<file path="src/rtl/seq_udiv.sv">
// Sequential unsigned restoring divider, one quotient bit per clock.
// Define SEQ_UDIV_EARLY_EXIT_EN to finish dividend < divisor in one cycle.
module seq_udiv #(
  parameter int N = 8
) (
  input  logic         clk,
  input  logic         rst_n,
  input  logic         start,
  input  logic [N-1:0] dividend,
  input  logic [N-1:0] divisor,
  output logic         busy,
  output logic         done,
  output logic [N-1:0] quotient,
  output logic [N-1:0] remainder,
  output logic         div_by_zero
);

  localparam int CW = $clog2(N + 1);

  typedef enum logic [1:0] {
    IDLE,
    CALC,
    DONE
  } state_t;

  state_t state;
  state_t nxt;

  logic [CW-1:0] cnt;
  logic [N-1:0]  q;
  logic [N-1:0]  d;
  logic [N-1:0]  r;
  logic [N:0]    rs;
  logic [N-1:0]  t;
  logic          borrow;
  logic [N-1:0]  qn;
  logic [N-1:0]  rn;
  logic          last;
  logic          dz;
  logic          early;

`ifdef SEQ_UDIV_EARLY_EXIT_EN
  assign early = dividend < divisor;
`else
  assign early = 1'b0;
`endif

  assign dz = divisor == '0;
  assign last = cnt == CW'(N - 1);

  // R stays below D, so its shifted value fits N+1 bits; on no borrow
  // the difference is below D and its low N bits are exact.
  assign rs = {r, q[N-1]};
  assign borrow = rs < {1'b0, d};
  assign t = rs[N-1:0] - d;
  assign rn = borrow ? rs[N-1:0] : t;
  assign qn = {q[N-2:0], ~borrow};

  assign busy = state != IDLE;
  assign done = state == DONE;

  always_ff @(posedge clk) begin
    if (!rst_n) begin
      state <= IDLE;
    end else begin
      state <= nxt;
    end
  end

  always_comb begin
    nxt = state;
    unique case (state)
      IDLE: begin
        if (start) begin
          if (dz || early) begin
            nxt = DONE;
          end else begin
            nxt = CALC;
          end
        end
      end
      CALC: begin
        if (last) begin
          nxt = DONE;
        end
      end
      DONE: nxt = IDLE;
      default: nxt = IDLE;
    endcase
  end

  always_ff @(posedge clk) begin
    if (!rst_n) begin
      cnt         <= '0;
      q           <= '0;
      d           <= '0;
      r           <= '0;
      quotient    <= '0;
      remainder   <= '0;
      div_by_zero <= 1'b0;
    end else begin
      unique case (state)
        IDLE: begin
          if (start) begin
            q           <= dividend;
            d           <= divisor;
            r           <= '0;
            cnt         <= '0;
            quotient    <= '0;
            remainder   <= '0;
            div_by_zero <= 1'b0;
            if (dz) begin
              quotient    <= '1;
              remainder   <= dividend;
              div_by_zero <= 1'b1;
            end else if (early) begin
              remainder <= dividend;
            end
          end
        end
        CALC: begin
          q   <= qn;
          r   <= rn;
          cnt <= cnt + CW'(1);
          if (last) begin
            quotient  <= qn;
            remainder <= rn;
          end
        end
        default: ;
      endcase
    end
  end

endmodule

</file>
<file path="config.mk">
export PLATFORM = sky130hd
export DESIGN_NAME = seq_udiv
export DESIGN_NICKNAME = d
export VERILOG_FILES = /design/src/rtl/seq_udiv.sv
export SDC_FILE = /design/constraint.sdc
export NUM_CORES = 1
export LEC_CHECK = 0
export ABC_AREA = 1
export CAP_MARGIN = 20
export CORE_ASPECT_RATIO = 2
export CORE_MARGIN = 10
export CORE_UTILIZATION = 45
export DETAILED_ROUTE_END_ITERATION = 16
export PLACE_DENSITY = 0.81
export SYNTH_ARGS = -nofsm -noshare
export SYNTH_HDL_FRONTEND = slang
export SYNTH_SLANG_ARGS = --single-unit
export TNS_END_PERCENT = 10
</file>
<file path="constraint.sdc">
create_clock -name clk -period 1.8 [get_ports clk]
set_input_delay 0.45 -clock clk [delete_from_list [all_inputs] [get_ports clk]]
set_output_delay 0.45 -clock clk [all_outputs]
set_load 0.02 [all_outputs]
</file>
[Word level (Yosys, flattened, before mapping)]
Cells that the tools add are included.
Storage, ports and cells
  output and inout port bits: 19
  bits in writable memories: 0
  bits of input ports: 19
  memories: 0
  latch bits: 0
  word-level logic and storage cells: 45
  register bits after elaboration: 47
  memory bits (read-only): 0
Cells by class
  reductions and logical operators: 8
  multiply operators: 0
  magnitude comparators: 1
  muxes and demuxes: 20
  shifts and indexed selects: 0
  bitwise operators: 1
  add/sub/neg operators: 2
  equality and inequality tests: 5
  divide/modulo/power cells: 0
Operator list (count)
  8-bit 2-to-1 mux: 9
  8-bit one-hot mux with 2 select lines: 4
  9-bit by 8-bit < comparator with 1-bit output: 1
  8-bit zero test: 1
  4-bit one-hot mux with 2 select lines: 1
  8-bit subtractor: 1
  2-bit 2-to-1 mux: 3
  2-bit AND reduction: 3
  4-bit by 1-bit adder with 4-bit output (second input constant): 1
  4-bit by 3-bit equality test with 1-bit output (second input constant): 1
  4-bit 2-to-1 mux: 1
  2-bit != test (second input constant): 2
  2-bit one-hot mux with 2 select lines: 1
  2-bit nonzero test: 2
  3-bit AND reduction: 1
  2-bit by 1-bit equality test with 1-bit output (second input constant): 1
  2-bit equality test (second input constant): 1
  2-bit zero test: 1
  1-bit 2-to-1 mux: 1
  1-bit NOT: 1

[Logic depth before layout (Yosys ltp)]
Gate-level depths: netlist (run 1).
  depth after elaboration: 4
  depth in mapped cells: 12

[Worst setup path after synthesis (run 1)]
No wires, ideal clock.
  path kind: reg2reg
  start: register d[4]
  end: register r[6]
  data arrival time: 1471 ps
  setup slack: 208 ps
  setup time: 121 ps
  buffers on the path: 0
  cell stages (with the launch flop): 13
  cells stage by stage: dfxtp_1 > inv_1 > ha_1 > nand2_1 > inv_1 > nand2_1 > nand2_1 > nand2_2 > nand3_2 > nand2_2 > nand2_1 > nand2_1 > a21oi_1
Between the ends
  longest elaborated chain between the ends: 3
  elaborated cells on any way between the ends: 4
RTL lines
  start, declared: RTL line 31  | logic [N-1:0] d;
  start signal, assigned: RTL line 106  | d <= divisor;
  8-bit subtractor / 9-bit by 8-bit < comparator with 1-bit output (equally long branches): RTL line 55, 54
  8-bit 2-to-1 mux *: RTL line 56  | assign rn = borrow ? rs[N-1:0] : t;
  8-bit one-hot mux with 2 select lines *: RTL line 102  | unique case (state)
  end signal, assigned: RTL line 123  | r <= rn;
  end, declared: RTL line 32  | logic [N-1:0] r;
Every way passes the cells marked *; elsewhere a longest branch is shown, timed or not.
A chain may end at the register's enable or synchronous reset.

[Final worst setup path (run 1)]
  start: register remainder[2]
  end: output remainder[2]
RTL lines
  start, declared: RTL line 14  | output logic [N-1:0] remainder,
  start signal, assigned: RTL line 114  | remainder <= dividend;
  start signal, assigned: RTL line 117  | remainder <= dividend;
  start signal, assigned: RTL line 127  | remainder <= rn;
No word-level cell between the ends.

==> results of run 1 <==
## layout make-up
| class | instances | area (µm²) | area share |
|---|---|---|---|
| Multi-Input combinational cell | 219 | 1300 | 0.418 |
| Sequential cell | 47 | 942 | 0.303 |
| Timing Repair Buffer | 57 | 518 | 0.167 |
| Inverter | 39 | 146 | 0.0471 |
| Clock buffer | 6 | 72.6 | 0.0233 |
| Tap cell | 58 | 72.6 | 0.0233 |
| Clock inverter | 2 | 60.1 | 0.0193 |
## metal layers
metal | global-route usage | routed length, µm | up-vias | part of all wire
li1 | - | - | 1162 | -
met1 | 0.141 | 2270 | 1083 | 0.35
met2 | 0.279 | 3640 | 75 | 0.56
met3 | 0.0285 | 293 | 28 | 0.045
met4 | 0.0839 | 308 | 0 | 0.047
met5 | 0 | 0 | - | 0
## state kept, by name, indices dropped and copies added, names as in the netlist
name / flops
d: 8
r: 8
q: 8
state: 2
quotient: 8
remainder: 8
cnt: 4
div_by_zero: 1
## cells in the final DEF, fill, tap and decap left out
cell              n
nor3_1            1
clkbuf_8          5
clkdlybuf4s50_1  35
o211ai_1          6
o21ai_0          35
nand3_1          16
nand2_2           7
bufinv_16         2
inv_2             7
ha_1              5
nand3_4           1
dfxtp_2           1
o21bai_1          1
a21oi_2           2
dfxtp_1          46
a21oi_4           1
clkinv_1          1
ha_4              4
nor2_1           15
o21ai_1           2
buf_4            20
xnor2_2           1
nor2_4            2
xnor2_1           2
nand3b_1          2
nor3_4            1
fa_2              1
dlygate4sd2_1     2
clkbuf_1          1
nand2_1          59
inv_1            31
a31oi_1           8
a21oi_1          39
nand3_2           5
nand2_4           2
o211ai_2          1
## worst max-delay path by stage
| stage | endpoint | slack [ns] | from |
|---|---|---|---|
| finish | remainder[2] | 0.06 | remainder[2] |
| floorplan | r[6] | 0.21 | d[4] |
| CTS | r[6] | 0.01 | d[4] |
| global placement | quotient[1] | -0.06 | divisor[0] |
| detailed placement | quotient[6] | -0.11 | divisor[0] |
| global route | r[5] | -0.03 | d[3] |
## repair_timing
| item | 4_1_cts | 5_1_grt |
|---|---|---|
| pin swaps | 0 | 11 |
| gates cloned | 0 | 0 |
| setup buffers | 0 | 1 |
| resized for setup | 4 | 25 |
| setup endpoints to repair | 7 | 18 |
| hold buffers | 0 | 0 |
## cell usage after synthesis
| library cell | number | area, µm² |
|---|---|---|
| o21bai_1 | 1 | 7.51 |
| nor3_1 | 1 | 5.00 |
| clkbuf_1 | 9 | 33.8 |
| a31oi_1 | 8 | 50.1 |
| o211ai_1 | 6 | 45.0 |
| buf_2 | 4 | 20.0 |
| inv_2 | 5 | 18.8 |
| inv_1 | 33 | 124 |
| o211ai_2 | 1 | 12.5 |
| nand2_2 | 4 | 25.0 |
| nand3_1 | 21 | 105 |
| xnor2_1 | 3 | 26.3 |
| o21ai_1 | 2 | 10.0 |
| buf_6 | 1 | 11.3 |
| fa_1 | 1 | 20.0 |
| a21oi_1 | 41 | 205 |
| a21oi_4 | 1 | 16.3 |
| nand3_2 | 1 | 10.0 |
| dfxtp_1 | 47 | 941 |
| ha_1 | 9 | 113 |
| nor2_1 | 16 | 60.1 |
| nor2_4 | 1 | 11.3 |
| nor3_4 | 1 | 16.3 |
| o21ai_0 | 35 | 175 |
| clkinv_1 | 1 | 3.75 |
| nand3b_1 | 2 | 15.0 |
| nand2_1 | 64 | 240 |
## power groups by stage
stage                     Sequential, W  Clock [W]  Combinational (W)
after floorplan                 0.00134          0            0.00100
after global placement          0.00130          0            0.00155
after detailed placement        0.00130          0            0.00159
after CTS                       0.00128   0.000931            0.00162
after global routing            0.00131   0.000964            0.00205
final                           0.00129   0.000918            0.00185
## metrics by stage
step	power, W	TNS, ns	util	hold slack, ns	setup WS [ns]
2_1_floorplan	0.00234	0	-	0.425	0.208
3_3_place_gp	0.00285	-0.431	0.558	0.435	-0.0591
3_5_place_dp	0.00289	-1.07	0.558	0.450	-0.109
4_1_cts	0.00383	0	0.585	0.465	0.00965
5_1_grt	0.00432	-0.110	0.611	0.496	-0.0288
6_report	0.00406	0	0.611	0.464	0.0579
## cell families after synthesis
kind of cell / synth area share
compound gates: 0.225
xor+xnor: 0.0113
fa+ha+maj: 0.0571
buf+inv: 0.0911
flops: 0.405
simple gates: 0.210
==> impl_results.md, run 1 <==
* Cts bufs inserted at 5
* Hold Path Origin: d[7]
* Dpl cells at 419
* Remaining DRCs at 0
* Via count at between 2000 and 2500
* Final Hold Viols at 0
* Clock Root Buffer: clkbuf_8
* Fillers at 453
* Synth Register Bits at 47
* Routed wire per std cell at 15.2 µm
* CTS tree: yes
* Clk_lat worst skew at 0.30 ns
* # port buffers at 37
* Clock power share at 0.226
* R2R Setup Slk at 0.08 ns
* Row count at 37
* Sw frac at 0.378
* Power Density at between 1000 and 1500 nW/µm²
* Combinational share of power at 0.456
* Congestion Overflow GR at 0
* Final instance area at 3110 µm²
* Critical Path RT at ~1.4 ns
* Max stage delay cell, worst path: clkdlybuf4s50_1
* Via density at 5.49
* Gp weighted congestion at 0.828
* Detail Route Antenna Nets at 0
* CP max FO at 2
* Area delta synth->final at 34.0%
* Synth Instances at approximately 320
* Clock-pin transition on the worst setup and hold timing paths at approximately 0.090 ns
* Largest net degree at the start of global routing at 25
* Critical path arrival at 1.29 ns
* Crit Reg-Reg Startpoint: d[3]
* Seq pwr share at 0.318
* Initial Util at 0.456
* Overall routing resource usage at 0.147
* Endpoint of the lowest-slack register-to-register path: r[5]
* Initial antenna violation count at 0
* Die ar. at 8600 µm²
* Worst slew margin at 0.752
* Worst ir drop on vdd at roughly 0.91 mV
* FF-to-FF path depth at 11
* Mapped Area at 2320 µm²
* First-pass GRT wire length at 10700 µm
* H-tree levels at 2
* NetSw at 0.00154 W
* Tcrit/Tclk final at 0.968
* Final WL at approximately 6500 µm
* WHS Path Cells at 2
* Hold crit path type: reg -> reg
* Post-layout min period at about 1.7 ns
* Core region area at 5090 µm²
* Fmax at 574 MHz
* Register area share after synthesis at 0.405
* Syn Nets at 348
* Nets at 398
* Mapped Avg Cell Area at a little over 7 µm²
* Antenna Diode Count at 0
* Max-cap viol count at 0
* Die W at a little over 70 µm
* Status: finished, final reports clean
* Post-Route Skew at 0.00903 ns
* Die height at 122 µm
* Synth unique cells at 27
* Setup CP Type: reg -> out
* WP buf/inv at 1
* DP Area at roughly 2800 µm²
* # IOs at 38
* Max-slew violation count at 0
* Worst-Margin Slew at 0.371 ns
* Crit-path max cell delay at between 0.6 and 0.7 ns
* Critical path's top delay family: buffers and inverters
* Leak at between 1 and 1.5 nW
* TritonRoute pass-1 iters at 4
* Final Non-Filler Cells at 428
* Hold Crit Endpoint: d[7]
* Internal cell power at 0.00253 W
* Setup crit start kind: flip-flop
* Crit-path cells: clkdlybuf4s50_1
* Vias in the first global route at between 2000 and 2500
* Share of cells above drive strength 1 at 0.170
* Yosys warnings at 0
* Hpwl dp at 4880 µm
* Final setup viols at 0
* Crit end category: output pin
* Cell count along the critical path at 1
* Initial drt markers at 109
* Total clock sinks at 47
* Clock buffer depth at 2
Note: power is estimated with default switching activity, not from simulation.
==> run 2, diff against run 1 <==
--- a/config.mk
+++ b/config.mk
@@ -7,11 +7,10 @@
 export LEC_CHECK = 0
 export ABC_AREA = 1
 export CAP_MARGIN = 20
-export CORE_ASPECT_RATIO = 2
 export CORE_MARGIN = 10
-export CORE_UTILIZATION = 45
+export CORE_UTILIZATION = 53
 export DETAILED_ROUTE_END_ITERATION = 16
-export PLACE_DENSITY = 0.81
+export PLACE_DENSITY = 0.91
 export SYNTH_ARGS = -nofsm -noshare
 export SYNTH_HDL_FRONTEND = slang
 export SYNTH_SLANG_ARGS = --single-unit
==> impl_results.md, run 2 (synthesis gave the netlist of run 1 again) <==
* Critical path arrival at 1.97 ns (+0.68 ns)
* Die height at 86.2 µm (-29%)
* Area delta synth->final at 31.0%
* Clk_lat worst skew at 0.30 ns (about the same)
* Initial Util at 0.541 (+0.0847)
* Die ar. at 7430 µm² (-14%)
* Via count at 2375 (+1.1%)
* WP buf/inv at 2 (+1)
* Status: finished, final reports clean
* Commonest non-fill, non-tap cells in the layout: nand2_1 (56), dfxtp_1 (46), a21oi_1 (38)
* CP max FO at 3 (+1)
* Congestion Overflow GR at 0 (unchanged)
* Gp weighted congestion at 0.914 (+10%)
* Routed met1 length at 2560 µm (+13%)
* Max-cap viol count at 0 (unchanged)
* Max layer used: met4
* Row count at 24 (-35%)
* Final Hold Viols at 0 (unchanged)
* Dpl cells at 410 (-2.1%)
* Routed wire length on met2 at 3230 µm (-11%)
* Tcrit/Tclk final at 0.987 (+0.0190)
* Final WL at 6480 µm (-0.43%)
* Setup CP Type: reg -> reg
* Hold buffer count at CTS at 0 (unchanged)
* Multi-input gate area at 1300 µm² (about the same)
* Final hold slack at 0.459 ns (-0.00436 ns)
* Worst slack at placement at -0.121 ns (-0.0118 ns)
* Power Density at 1230 nW/µm² (-5.6%)
* Worst ir drop on vdd at 0.685 mV (-24%)
* Worst-Margin Slew at 0.383 ns (+0.0124 ns)
* Largest net degree at the start of global routing at 32 (+28%)
* Final setup viols at 0 (unchanged)
* Worst slew margin at 0.744 (-0.00828)
* Detail Route Antenna Nets at 0 (unchanged)
* Nets at 396 (-0.50%)
* Metal3 WL at 524 µm (+79%)
* Hpwl dp at 4450 µm (-8.8%)
* Antenna Diode Count at 0 (unchanged)
* Total clock sinks at 47 (unchanged)
* Clock Root Buffer: clkbuf_8
* Remaining DRCs at 0 (unchanged)
* # port buffers at 37 (unchanged)
* Most common cell after layout, fill and taps aside: nand2_1
* Crit-path max cell delay at 0.32 ns (-0.30 ns)
* TritonRoute pass-1 iters at 4 (unchanged)
* Leak at 1.31 nW (-3.0%)
* Vias in the first global route at 2226 (-4.5%)
* RSZ-0062 raised after global routing: yes
* Final Non-Filler Cells at 420 (-1.9%)
* Via density at 5.65 (+3.1%)
* Initial drt markers at 200 (+83%)
* Setup TNS at 0 ns (unchanged)
* Critical Path RT at 1.99 ns (+0.64 ns)
* Share of cells above drive strength 1 at 0.166 (-0.00451)
* Die W at 86.2 µm (+22%)
* Post-route worst setup slack at 0.0236 ns (-0.0342 ns)
* Setup crit start kind: flip-flop
* Clock buffer depth at 2 (unchanged)
* Most frequent CP cell: a21oi_1
* Fillers at 335 (-26%)
* Cts bufs inserted at 5 (unchanged)
* Routed wire per std cell at 15.4 µm (+1.5%)
* Post-layout min period at 1.78 ns (+0.0342 ns)
* CTS tree: yes
* Core region area at 4290 µm² (-16%)
* Crit end category: flip-flop
* Critical path's top delay family: simple AND/OR/NAND/NOR gates
* Clock-pin transition on the worst setup and hold timing paths at 0.09 ns (about the same)
* Fmax at 563 MHz (-1.9%)
* H-tree levels at 2 (unchanged)
* Crit-path cells: inv_1 > ha_1 > buf_4 > a21oi_1 > nand2_2 > xnor2_1 > nand2_1 > nand3_2 > a21oi_1
* # IOs at 38 (unchanged)
* Max-slew violation count at 0 (unchanged)
* Overall routing resource usage at 0.165 (+0.0181)
* First-pass GRT wire length at 10200 µm (-4.3%)
* Hold crit path type: reg -> reg
* Reg area at 942 µm² (unchanged)
* Initial antenna violation count at 0 (unchanged)
* Max stage delay cell, worst path: ha_1
* Post-Route Skew at 0.0108 ns (+0.00173 ns)
-- run 2: final timing paths --
kind / to / depth (start not counted) / slack, ns / startpoint
min: cnt[3] / 1 / 0.46 / cnt[3]
max reg2reg: r[4] / 9 / 0.02 / d[3]
max: r[4] / 9 / 0.02 / d[3]
min reg2reg: cnt[3] / 1 / 0.46 / cnt[3]
-- run 2: worst reg2reg max path, cell delays in order (launching register included) --
cell and delay, ns:
dfxtp_1 0.31, inv_1 0.05, ha_1 0.32, buf_4 0.16
a21oi_1 0.21, nand2_2 0.13, xnor2_1 0.23, nand2_1 0.10
nand3_2 0.10, a21oi_1 0.06
-- run 2: final cells by class --
class,count,share of cell area
Clock inverter,1,0.00165
Clock buffer,7,0.0251
Sequential cell,47,0.310
Tap cell,52,0.0214
Inverter,39,0.0481
Multi-Input combinational cell,220,0.427
Timing Repair Buffer,54,0.167
-- run 2: repair_timing --
item | in CTS | in global routing
gates resized for setup | 3 | 24
buffers inserted | 0 | 1
cloned | 0 | 1
endpoints found under the setup margin | 5 | 18
pin swaps | 0 | 5
-- run 2: through the flow --
step | power (W) | area, µm² | utilization
detailed placement | 0.00283 | 2820 | 0.658
floorplan | 0.00234 | 2320 | -
finish | 0.00375 | 3040 | 0.708
global placement | 0.00279 | 2820 | 0.658
global route | 0.00401 | 3040 | 0.708
CTS | 0.00349 | 2910 | 0.678
-- run 2: power by group --
part	leakage [nW]	total, W	switching, W	internal (W)
clock network	0.0422	0.000620	0.000347	0.000273
logic	0.880	0.00184	0.00109	0.000751
registers	0.387	0.00129	0.000104	0.00118
-- run 2: routing by layer --
layer  GRT usage  vias up
met5           0        -
met4      0.0530        0
met3      0.0572       17
met2       0.281       98
met1       0.189     1097
li1            -     1163
